**config.mk**
```make
export PLATFORM = sky130hd
export DESIGN_NAME = vga_sync
export DESIGN_NICKNAME = d
export VERILOG_FILES = /design/src/rtl/vga_sync.sv
export SDC_FILE = /design/constraint.sdc
export NUM_CORES = 1
export LEC_CHECK = 0
export ABC_CLOCK_PERIOD_IN_PS = 3800
export CAP_MARGIN = 20
export CORE_MARGIN = 2
export CORE_UTILIZATION = 54
export DETAILED_ROUTE_END_ITERATION = 6
export HOLD_SLACK_MARGIN = 0.1
export PLACE_DENSITY = 0.8
export RECOVER_POWER = 25
export SLEW_MARGIN = 0
export SYNTH_ARGS = -nofsm -noshare
export SYNTH_HDL_FRONTEND = slang
export SYNTH_SLANG_ARGS = --single-unit
```
**constraint.sdc**
```tcl
create_clock -name clk25mhz -period 3.8 [get_ports clk25mhz]
set_input_delay 1.14 -clock clk25mhz [delete_from_list [all_inputs] [get_ports clk25mhz]]
set_output_delay 1.14 -clock clk25mhz [all_outputs]
set_load 0.01 [all_outputs]
```
**src/rtl/vga_sync.sv**
```systemverilog
// 640x480@60 Hz raster timing generator for the text display path.
// Coordinates, sync levels and strobes are all registered together so they stay aligned.
module vga_sync #(
  parameter int H_VISIBLE   = 640,
  parameter int H_FRONT     = 16,
  parameter int H_SYNC      = 96,
  parameter int H_BACK      = 48,
  parameter int V_VISIBLE   = 480,
  parameter int V_FRONT     = 10,
  parameter int V_SYNC      = 2,
  parameter int V_BACK      = 33,
  parameter bit SYNC_ACTIVE = 1'b0
) (
  input  logic       clk25mhz,
  input  logic       reset,
  input  logic       enable,
  output logic [9:0] hindex,
  output logic [9:0] vindex,
  output logic       hsync,
  output logic       vsync,
  output logic       visible,
  output logic       line_start,
  output logic       frame_start,
  output logic [7:0] frame_count
);

  localparam int H_TOTAL = H_VISIBLE + H_FRONT + H_SYNC + H_BACK;
  localparam int V_TOTAL = V_VISIBLE + V_FRONT + V_SYNC + V_BACK;

  if (H_TOTAL > 1024) begin : g_h_total_chk
    $error("vga_sync: H_TOTAL exceeds 1024");
  end
  if (V_TOTAL > 1024) begin : g_v_total_chk
    $error("vga_sync: V_TOTAL exceeds 1024");
  end

  localparam logic [9:0]  H_LAST    = 10'(H_TOTAL - 1);
  localparam logic [9:0]  V_LAST    = 10'(V_TOTAL - 1);
  // Region bounds are 11 bits wide so an end bound of exactly 1024 is still representable.
  localparam logic [10:0] H_VIS_END = 11'(H_VISIBLE);
  localparam logic [10:0] V_VIS_END = 11'(V_VISIBLE);
  localparam logic [10:0] HS_BEG    = 11'(H_VISIBLE + H_FRONT);
  localparam logic [10:0] HS_END    = 11'(H_VISIBLE + H_FRONT + H_SYNC);
  localparam logic [10:0] VS_BEG    = 11'(V_VISIBLE + V_FRONT);
  localparam logic [10:0] VS_END    = 11'(V_VISIBLE + V_FRONT + V_SYNC);

  logic [9:0] hcnt_q, hcnt_d;
  logic [9:0] vcnt_q, vcnt_d;
  logic       hsync_q, hsync_d;
  logic       vsync_q, vsync_d;
  logic       visible_q, visible_d;
  logic       line_start_q, line_start_d;
  logic       frame_start_q, frame_start_d;
  logic [7:0] fcnt_q, fcnt_d;
  logic       first_q, first_d;

  // Next raster position and the flags describing that position.
  always_comb begin
    hcnt_d        = hcnt_q;
    vcnt_d        = vcnt_q;
    hsync_d       = ~SYNC_ACTIVE;
    vsync_d       = ~SYNC_ACTIVE;
    visible_d     = 1'b0;
    line_start_d  = 1'b0;
    frame_start_d = 1'b0;
    fcnt_d        = fcnt_q;
    first_d       = first_q;

    // ">=" rather than "==" pulls any out-of-range count straight back to the origin.
    if (hcnt_q >= H_LAST) begin
      hcnt_d = 10'd0;
      if (vcnt_q >= V_LAST) begin
        vcnt_d = 10'd0;
      end else begin
        vcnt_d = vcnt_q + 10'd1;
      end
    end else begin
      hcnt_d = hcnt_q + 10'd1;
      vcnt_d = vcnt_q;
    end

    if (({1'b0, hcnt_d} >= HS_BEG) && ({1'b0, hcnt_d} < HS_END)) begin
      hsync_d = SYNC_ACTIVE;
    end else begin
      hsync_d = ~SYNC_ACTIVE;
    end

    if (({1'b0, vcnt_d} >= VS_BEG) && ({1'b0, vcnt_d} < VS_END)) begin
      vsync_d = SYNC_ACTIVE;
    end else begin
      vsync_d = ~SYNC_ACTIVE;
    end

    visible_d     = ({1'b0, hcnt_d} < H_VIS_END) && ({1'b0, vcnt_d} < V_VIS_END);
    line_start_d  = (hcnt_d == 10'd0);
    frame_start_d = line_start_d && (vcnt_d == 10'd0);

    // The frame entered straight out of reset is frame 0, so its start does not count.
    if (frame_start_d) begin
      first_d = 1'b0;
      if (first_q) begin
        fcnt_d = fcnt_q;
      end else begin
        fcnt_d = fcnt_q + 8'd1;
      end
    end else begin
      first_d = first_q;
      fcnt_d  = fcnt_q;
    end
  end

  // State register: reset dominates, otherwise advance only when enabled.
  always_ff @(posedge clk25mhz) begin
    if (reset) begin
      hcnt_q        <= H_LAST;
      vcnt_q        <= V_LAST;
      hsync_q       <= ~SYNC_ACTIVE;
      vsync_q       <= ~SYNC_ACTIVE;
      visible_q     <= 1'b0;
      line_start_q  <= 1'b0;
      frame_start_q <= 1'b0;
      fcnt_q        <= 8'd0;
      first_q       <= 1'b1;
    end else if (enable) begin
      hcnt_q        <= hcnt_d;
      vcnt_q        <= vcnt_d;
      hsync_q       <= hsync_d;
      vsync_q       <= vsync_d;
      visible_q     <= visible_d;
      line_start_q  <= line_start_d;
      frame_start_q <= frame_start_d;
      fcnt_q        <= fcnt_d;
      first_q       <= first_d;
    end
  end

  assign hindex      = hcnt_q;
  assign vindex      = vcnt_q;
  assign hsync       = hsync_q;
  assign vsync       = vsync_q;
  assign visible     = visible_q;
  assign line_start  = line_start_q;
  assign frame_start = frame_start_q;
  assign frame_count = fcnt_q;

endmodule

```
==> run summary, run 1 <==
For this design the static power due to leakage is 0.000918 µW. STA classifies the critical path endpoint as a register. The peak per-stage delay on the critical path came out at 540 ps. Summing all placed instances gives a cell area of 0.00255 mm². The non-filler instance count after layout is 372. The worst path required time is 4020 ps. Summed over all instances, the cell type with the most area after synthesis is sky130_fd_sc_hd__dfxtp_1. In this run the worst path has a maximum fanout of 11. The synthesized instance count came out at 299. The post-detailed-route wirelength per cell is 15.4 µm. The max-capacitance violation count came out at 0. The final weighted congestion in routability-driven placement came out at 0.914. The number of buffers inserted to repair setup after CTS came out at 0. The total inserted antenna cells came out at 0. Between clock sinks in the finished design, the worst skew comes to 4.77 ps. The number of buffers inserted during clock tree synthesis came out at 5. STA classifies the critical path startpoint as a register. Data on the critical path arrives at its endpoint at 3310 ps. The final routed wirelength across all metal layers is 5.71 mm. The core box area is 0.00403 mm². The post-route cell area is 0.00269 mm².

No sink is reached through more buffers than the 2 on the longest clock path. The number of placement rows came out at 23. The total count of hold-check failures in the final report was 0.

The startpoint of the most critical setup path is hindex[0]. The via count of the first global-routing pass came to 2006. The family with the most delay on the worst path is simple AND/OR/NAND/NOR gates.

The final sum of negative setup slack came out at 0 ps. The aggregate global-route resource usage is 0.238. Entering global routing, the biggest net connects 28 pins. The max-slew headroom at the worst pin came out at 0.442. The signal on the critical path passes through ha_1 -> nand4_4 -> a21o_1 -> a211oi_1 -> o22ai_2 -> nor4b_4 -> nand2_2 -> or4_1 -> a21oi_1.

The growth of design area from synthesis to finish came out at 17.3%. The number of violations reported at the end of detailed-routing iteration 0 came out at 169. The HPWL after detailed placement is 3.93 mm. The count of hold buffers inserted by post-cts repair is 0. In this run the clock root is driven by a sky130_fd_sc_hd__clkbuf_8. The actual transition at the worst max-transition pin came out at 837 ps. Yosys printed 0 warnings. The fill cell total of the finished layout is 354. The clock transition at the registers of the reported paths is 70 ps. By count the netlist is led by 35 x sky130_fd_sc_hd__nand2_1, 34 x sky130_fd_sc_hd__dfxtp_1, 32 x sky130_fd_sc_hd__a21oi_1, 27 x sky130_fd_sc_hd__nor2_1, 19 x sky130_fd_sc_hd__nand3_1. The number of gates resized after CTS came out at 0. The H-tree was split into 2 levels. The number of buffers and inverters on the critical path is 0. The iteration count of the initial detailed-routing pass came out at 4. Dividing the synthesized area by the synthesized cell count gives 7.67 µm². The part of the Yosys area used for sequential elements came out at 0.297.

The flip-flop and latch count after synthesis is 34. The clock reaches the later pin of the worst-skew pair after 290 ps. Using the TritonRoute via totals, the vias-per-cell ratio works out to 6.03.

The critical register-to-register path endpoint is frame_count[5]. The clock tree from TritonCTS is yes. The share of the clock period used by the worst path after layout is 0.814. Counting buffers and inverters, the worst setup path is 9 cells deep. The first global-routing pass estimated 9.45 mm of wire.

The number of antenna violations at the first check in global routing came out at 0. The number of DRC violations after detailed routing is 0. The worst setup slack for register-to-register paths is 710 ps.

The layout cell share with drive strength beyond 1 came out at 0.0652. The clock sink count came out at 34. Global routing finished with a remaining overflow of 0.

After synthesis, the cell types taking the most area are sky130_fd_sc_hd__dfxtp_1 30%, sky130_fd_sc_hd__a21oi_1 7.0%, sky130_fd_sc_hd__nand2_1 5.7%, sky130_fd_sc_hd__nor2_1 4.4%, sky130_fd_sc_hd__nand3_1 4.1%. Subtracting the final worst setup slack from the clock period gives 3090 ps. The y dimension of the die is 69.2 µm.

The initial utilization of the core area, before any placement, comes to 0.569. Setup violations remaining at the end of the flow were counted as 0. The power per cell area came out at 440 mW/mm². Setup repair after global routing left no endpoint under its margin.

For this design, the slowest cell found on the critical path is sky130_fd_sc_hd__or4_1. Measured along the x axis, the die boundary spans 69.2 µm. The number of placed instances, taps included, is 364. The critical setup path kind is reg -> reg. The area of the mapped netlist came out at 0.00229 mm².

The tightest min-delay check is of the reg -> reg type. The worst register-to-register path begins at hindex[0]. The residual antenna-violating net count after detailed routing is 0. VDD sags by at most 0.226 mV. Following the worst setup path forward leads to its endpoint at frame_count[5]. 36 I/O pins were placed. The die outline area is 0.00478 mm². The fmax came out at 0.323 GHz. During placement, the flow inserted port buffers numbering 35. In the final design database the tool counted 328 nets. The number of distinct standard cells referenced by the synthesized netlist is 62. After synthesis, the share of flip-flops with an asynchronous set or reset is 0. The synthesized netlist net count is 306. The total number of vias came out at 2245.

In the synthesized netlist the dominant register cell turns out to be sky130_fd_sc_hd__dfxtp_1. The run finished with clean final reports. Of the post-synthesis cell area, the dominant cell type holds 0.297.

The count of flip-flops with a built-in enable after synthesis came out at 0. The count of final max-slew check failures is 0. The number of cells traversed by the worst register-to-register path came out at 9.

In the post-synthesis netlist, the cell with the most instances is sky130_fd_sc_hd__nand2_1.
layer usage:
layer	up-vias	GRT usage	wire length (µm)
met4	0	0.0523	73
met1	1025	0.319	2570
li1	1126	-	-
met2	83	0.393	2730
met5	-	0	0
met3	11	0.0482	341
worst min-delay path by stage:
stage | cells past startpoint | slack, ps | start | to
global placement | 2 | 430 | first_q | first_q
detailed placement | 2 | 440 | first_q | first_q
global route | 2 | 490 | visible | visible
CTS | 2 | 450 | first_q | first_q
floorplan | 2 | 420 | first_q | first_q
finish | 2 | 440 | first_q | first_q
kinds of logic (layout without fill, tap and decap cells):
group	after synthesis	in the layout	share of synthesized area
compound gates	81	81	0.224
xor+xnor	11	11	0.0420
fa+ha+maj	4	4	0.0218
buf+inv	37	60	0.100
flops	34	34	0.297
mux	4	4	0.0175
simple gates	128	128	0.297
layout by cell type (no fill, tap or decap), types with 4 or more instances in the layout:
master                            instances
sky130_fd_sc_hd__dlygate4sd3_1            6
sky130_fd_sc_hd__nand3_1                 19
sky130_fd_sc_hd__clkbuf_8                 6
sky130_fd_sc_hd__inv_1                   12
sky130_fd_sc_hd__o21ai_0                 15
sky130_fd_sc_hd__xor2_1                   5
sky130_fd_sc_hd__a21oi_1                 32
sky130_fd_sc_hd__dfxtp_1                 34
sky130_fd_sc_hd__mux2i_1                  4
sky130_fd_sc_hd__a211oi_1                 4
sky130_fd_sc_hd__nor2_1                  27
sky130_fd_sc_hd__xnor2_1                  6
sky130_fd_sc_hd__nor3_1                  10
sky130_fd_sc_hd__nor4_1                   5
sky130_fd_sc_hd__nand2_1                 35
sky130_fd_sc_hd__ha_1                     4
sky130_fd_sc_hd__nand4_1                  5
sky130_fd_sc_hd__o311ai_0                 4
sky130_fd_sc_hd__clkdlybuf4s50_1         29
through the flow:
step           utilization  setup slack (ps)  hold slack (ps)  power, µW
3_5_place_dp         0.634               662              435        765
5_1_grt              0.667               427              486       1240
3_3_place_gp         0.634               701              431        759
2_1_floorplan            -              1020              423        690
6_report             0.667               706              443       1180
4_1_cts              0.669               730              447       1180
tightest hold or removal path, cell delays in order, from the launching register on:
cell and delay [ps]:
sky130_fd_sc_hd__dfxtp_1 310, sky130_fd_sc_hd__nand2_1 50, sky130_fd_sc_hd__nand2_1 40
area by class of cell:
cell class,count,area [µm²],share of cell area
Multi-Input combinational cell,228,1380,0.514
Sequential cell,34,681,0.253
Timing Repair Buffer,39,373,0.139
Clock buffer,6,82.6,0.0307
Tap cell,50,62.6,0.0233
Clock inverter,2,60.1,0.0223
Inverter,13,48.8,0.0181
power breakdown:
part	leakage (µW)	switching, µW	internal, µW
Combinational	0.000570	200	134
Sequential	0.000277	50.0	379
Clock	0.0000714	140	280
Total	0.000918	389	793
No activity file was read; power rests on OpenSTA's default activity.
==> inputs of run 2 (changes only) <==
--- a/config.mk
+++ b/config.mk
@@ -5,13 +5,13 @@
 export SDC_FILE = /design/constraint.sdc
 export NUM_CORES = 1
 export LEC_CHECK = 0
-export ABC_CLOCK_PERIOD_IN_PS = 3800
+export ABC_CLOCK_PERIOD_IN_PS = 2600
 export CAP_MARGIN = 20
 export CORE_MARGIN = 2
-export CORE_UTILIZATION = 54
+export CORE_UTILIZATION = 49
 export DETAILED_ROUTE_END_ITERATION = 6
 export HOLD_SLACK_MARGIN = 0.1
-export PLACE_DENSITY = 0.8
+export PLACE_DENSITY = 0.77
 export RECOVER_POWER = 25
 export SLEW_MARGIN = 0
 export SYNTH_ARGS = -nofsm -noshare
==> constraint.sdc (replaced) <==
create_clock -name clk25mhz -period 2.6 [get_ports clk25mhz]
set_input_delay 0.78 -clock clk25mhz [delete_from_list [all_inputs] [get_ports clk25mhz]]
set_output_delay 0.78 -clock clk25mhz [all_outputs]
set_load 0.01 [all_outputs]
==> run summary, run 2 (same netlist as run 1, synthesis figures left out) <==
The post-detailed-route wirelength per cell is 15.7 µm (+2.1%). The die boundary width is 72.4 µm (+4.7%). Among all stages on the critical path, the largest delay is contributed by sky130_fd_sc_hd__or4_1.

The worst hold slack across all endpoints came to 447 ps (+4.50 ps). The logic depth of the worst path, buffers included was 10 (+1). The global-route wire length before repair came to 10.6 mm (+12%). The y dimension of the die came out at 72.4 µm (+4.7%). The deepest clock path buffer count was 2 (unchanged). Leaving out fill and tap cells, the most frequent cell in the layout is sky130_fd_sc_hd__buf_4.

The aggregate global-route resource usage came out at 0.257 (+0.0196). The initial core utilization came out at 0.516 (-0.0532). The number of cells traversed by the worst register-to-register path came out at 10 (+1).

The clock network latency to the later pin of the worst-skew pair is 310 ps (+20 ps). The fill cell total of the finished layout is 387 (+9.3%). The fmax came to 0.401 GHz (+24%). The power share of the clock group came out at 0.288 (-0.067).

In the layout the commonest cells are 41 x sky130_fd_sc_hd__buf_4, 35 x sky130_fd_sc_hd__nand2_1, 31 x sky130_fd_sc_hd__a21oi_1. The area used by sequential logic in the layout is 696 µm² (+2.2%). The die outline area came to 0.00524 mm² (+9.6%). The growth of design area from synthesis to finish came out at 32.4%. The startpoint of the most critical setup path is hindex[0]. The final sum of negative setup slack is 0 ps (unchanged).

The via count of the first global-routing pass is 2208 (+10%). The worst path required time came out at 2840 ps (-1180 ps). The reported leakage power was 0.00110 µW (+19%). The tree is rooted in a sky130_fd_sc_hd__clkbuf_8. The multi-input combinational cell area came out at 0.00144 mm² (+4.4%). The switching power total is 630 µW (+62%).

The layout cell share with drive strength beyond 1 is 0.207 (+0.142). The worst setup path is of the reg -> reg kind. The critical register-to-register path endpoint is frame_count[7]. The total count of hold-check failures in the final report is 0 (unchanged). The worst setup slack for register-to-register paths came out at 110 ps (-600 ps). The internal power of the cells came to 1140 µW (+44%). The arrival time of data at the critical path endpoint is 2730 ps (-580 ps). The residual antenna-violating net count after detailed routing is 0 (unchanged). The level count of the clock H-tree is 2 (unchanged). The max-capacitance violation count is 0 (unchanged). The core box area is 0.00444 mm² (+10%). Setup repair after global routing left no endpoint under its margin. The final-report setup violation count was 0 (unchanged). The run finished with clean final reports. The relative contribution of combinational cells to total power is 0.376 (+0.094). The max-slew headroom at the worst pin came out at 0.568 (+0.126). The count of nets after finishing is 368 (+12%). The buffers plus inverters on the worst setup path came to 1 (+1).

TritonCTS built the clock tree. The share of the clock period used by the worst path after layout is 0.958 (+0.144). The fraction of power consumed by sequential logic came out at 0.336 (-0.027). The number of antenna violations at the first check in global routing is 0 (unchanged). The HPWL after detailed placement came out at 4.68 mm (+19%). The count of hold buffers inserted by post-cts repair came out at 0 (unchanged).

The number of DRC violations after detailed routing came out at 0 (unchanged). The power per cell area came to 583 mW/mm² (+33%). The peak per-stage delay on the critical path is 530 ps (about the same). The count of boundary I/O pins is 36 (unchanged). The overflow left after global routing is 0 (unchanged). The clock sink count came out at 34 (unchanged). The worst setup path endpoint is frame_count[7]. The final routed wirelength across all metal layers came out at 6.49 mm (+14%).

The maximum VDD drop is 0.419 mV (+85%). The average vias per placed instance came to 5.91 (-2.1%). The switching part of the total power is 0.356 (+0.0264). The highest fanout seen on the critical path is 8 (-3). The final weighted congestion in routability-driven placement came out at 0.884 (-3.3%). The number of violations reported at the end of detailed-routing iteration 0 was 227 (+34%). The path class of the tightest hold or removal check is reg -> reg.

The kind of cell with the highest combined delay along the critical path is simple AND/OR/NAND/NOR gates. In this run the critical register-to-register path is launched from hindex[0]. The setup skew after layout came out at 5.12 ps (+0.353 ps). The number of placement rows came out at 24 (+4.3%). The actual transition at the worst max-transition pin came out at 648 ps (-189 ps). The worst setup path is launched from a register. The final critical path time including I/O delays and setup was 2490 ps (-602 ps).

The count of buffers inserted at the top-level ports is 35 (unchanged). The total number of vias is 2447 (+9.0%). Traced cell by cell, the critical path runs through ha_4 -> nand4_4 -> a21o_4 -> a211oi_2 -> o32ai_1 -> buf_4 -> nor4b_4 -> nand2_2 -> or4_1 -> a21oi_1. The total inserted antenna cells came out at 0 (unchanged). The worst setup path is captured at a register. The startpoint identified for the worst hold timing path is first_q.

The count of final max-slew check failures is 0 (unchanged). The iteration count of the initial detailed-routing pass is 4 (unchanged). The number of buffers inserted during clock tree synthesis is 5 (unchanged). The post-route total power is 1770 µW (+50%).

The clock transition at the registers of the reported paths came out at 70 ps (about the same). The maximum number of pins on one net before global-route repair came out at 19 (-32%).
==> run 2: timing repair <==
item                       in CTS  in global routing
setup buffers                   0                  3
hold endpoints to repair        0                  0
setup endpoints to repair       2                  7
pin swaps                       2                  4
gates resized for setup         1                 14
==> run 2: how the worst min path moves through the flow <==
stage | slack (ps) | depth (start not counted) | endpoint
2_1_floorplan | 420 | 2 | first_q
3_3_place_gp | 430 | 2 | first_q
3_5_place_dp | 440 | 2 | first_q
4_1_cts | 450 | 2 | first_q
5_1_grt | 490 | 2 | frame_start
6_report | 450 | 2 | first_q
==> run 2: worst register-to-register path, stage by stage, from the launching register on <==
cell,delay [ps]
sky130_fd_sc_hd__dfxtp_2,390
sky130_fd_sc_hd__ha_4,170
sky130_fd_sc_hd__nand4_4,120
sky130_fd_sc_hd__a21o_4,270
sky130_fd_sc_hd__a211oi_2,180
sky130_fd_sc_hd__o32ai_1,100
sky130_fd_sc_hd__buf_4,150
sky130_fd_sc_hd__nor4b_4,250
sky130_fd_sc_hd__nand2_2,130
sky130_fd_sc_hd__or4_1,530
sky130_fd_sc_hd__a21oi_1,140
==> run 2: area by class of cell <==
cell class                 instances  area share
multi-input combinational        228       0.475
sequential                        34       0.229
timing repair buffer              79       0.221
clock buffer                       5      0.0227
tap                               52      0.0214
inverter                          13      0.0161
clock inverter                     3      0.0148
==> run 2: per-stage QoR <==
stage | util | setup WS [ps] | instance area (µm²) | instances
final | 0.683 | 108 | 3040 | 414
after global routing | 0.683 | 2.11 | 3040 | 414
after CTS | 0.671 | 0.726 | 2980 | 411
after detailed placement | 0.644 | -2.99 | 2860 | 403
after global placement | 0.644 | 10.7 | 2860 | 403
after floorplan | - | 11.8 | 2320 | 299
==> run 2: power by group through the flow <==
| stage | clock, µW | combinational [µW] | sequential, µW |
|---|---|---|---|
| global placement | 0 | 628 | 603 |
| CTS | 514 | 642 | 592 |
| finish | 510 | 666 | 594 |
| floorplan | 0 | 406 | 611 |
| global route | 538 | 724 | 600 |
| detailed placement | 0 | 637 | 605 |
==> run 2: metal layers <==
| metal | vias up | routed length [µm] | global-route usage |
|---|---|---|---|
| met5 | - | 0 | 0 |
| met4 | 0 | 234 | 0.119 |
| met3 | 23 | 407 | 0.0403 |
| met2 | 96 | 3090 | 0.432 |
| met1 | 1125 | 2760 | 0.323 |
| li1 | 1203 | - | - |
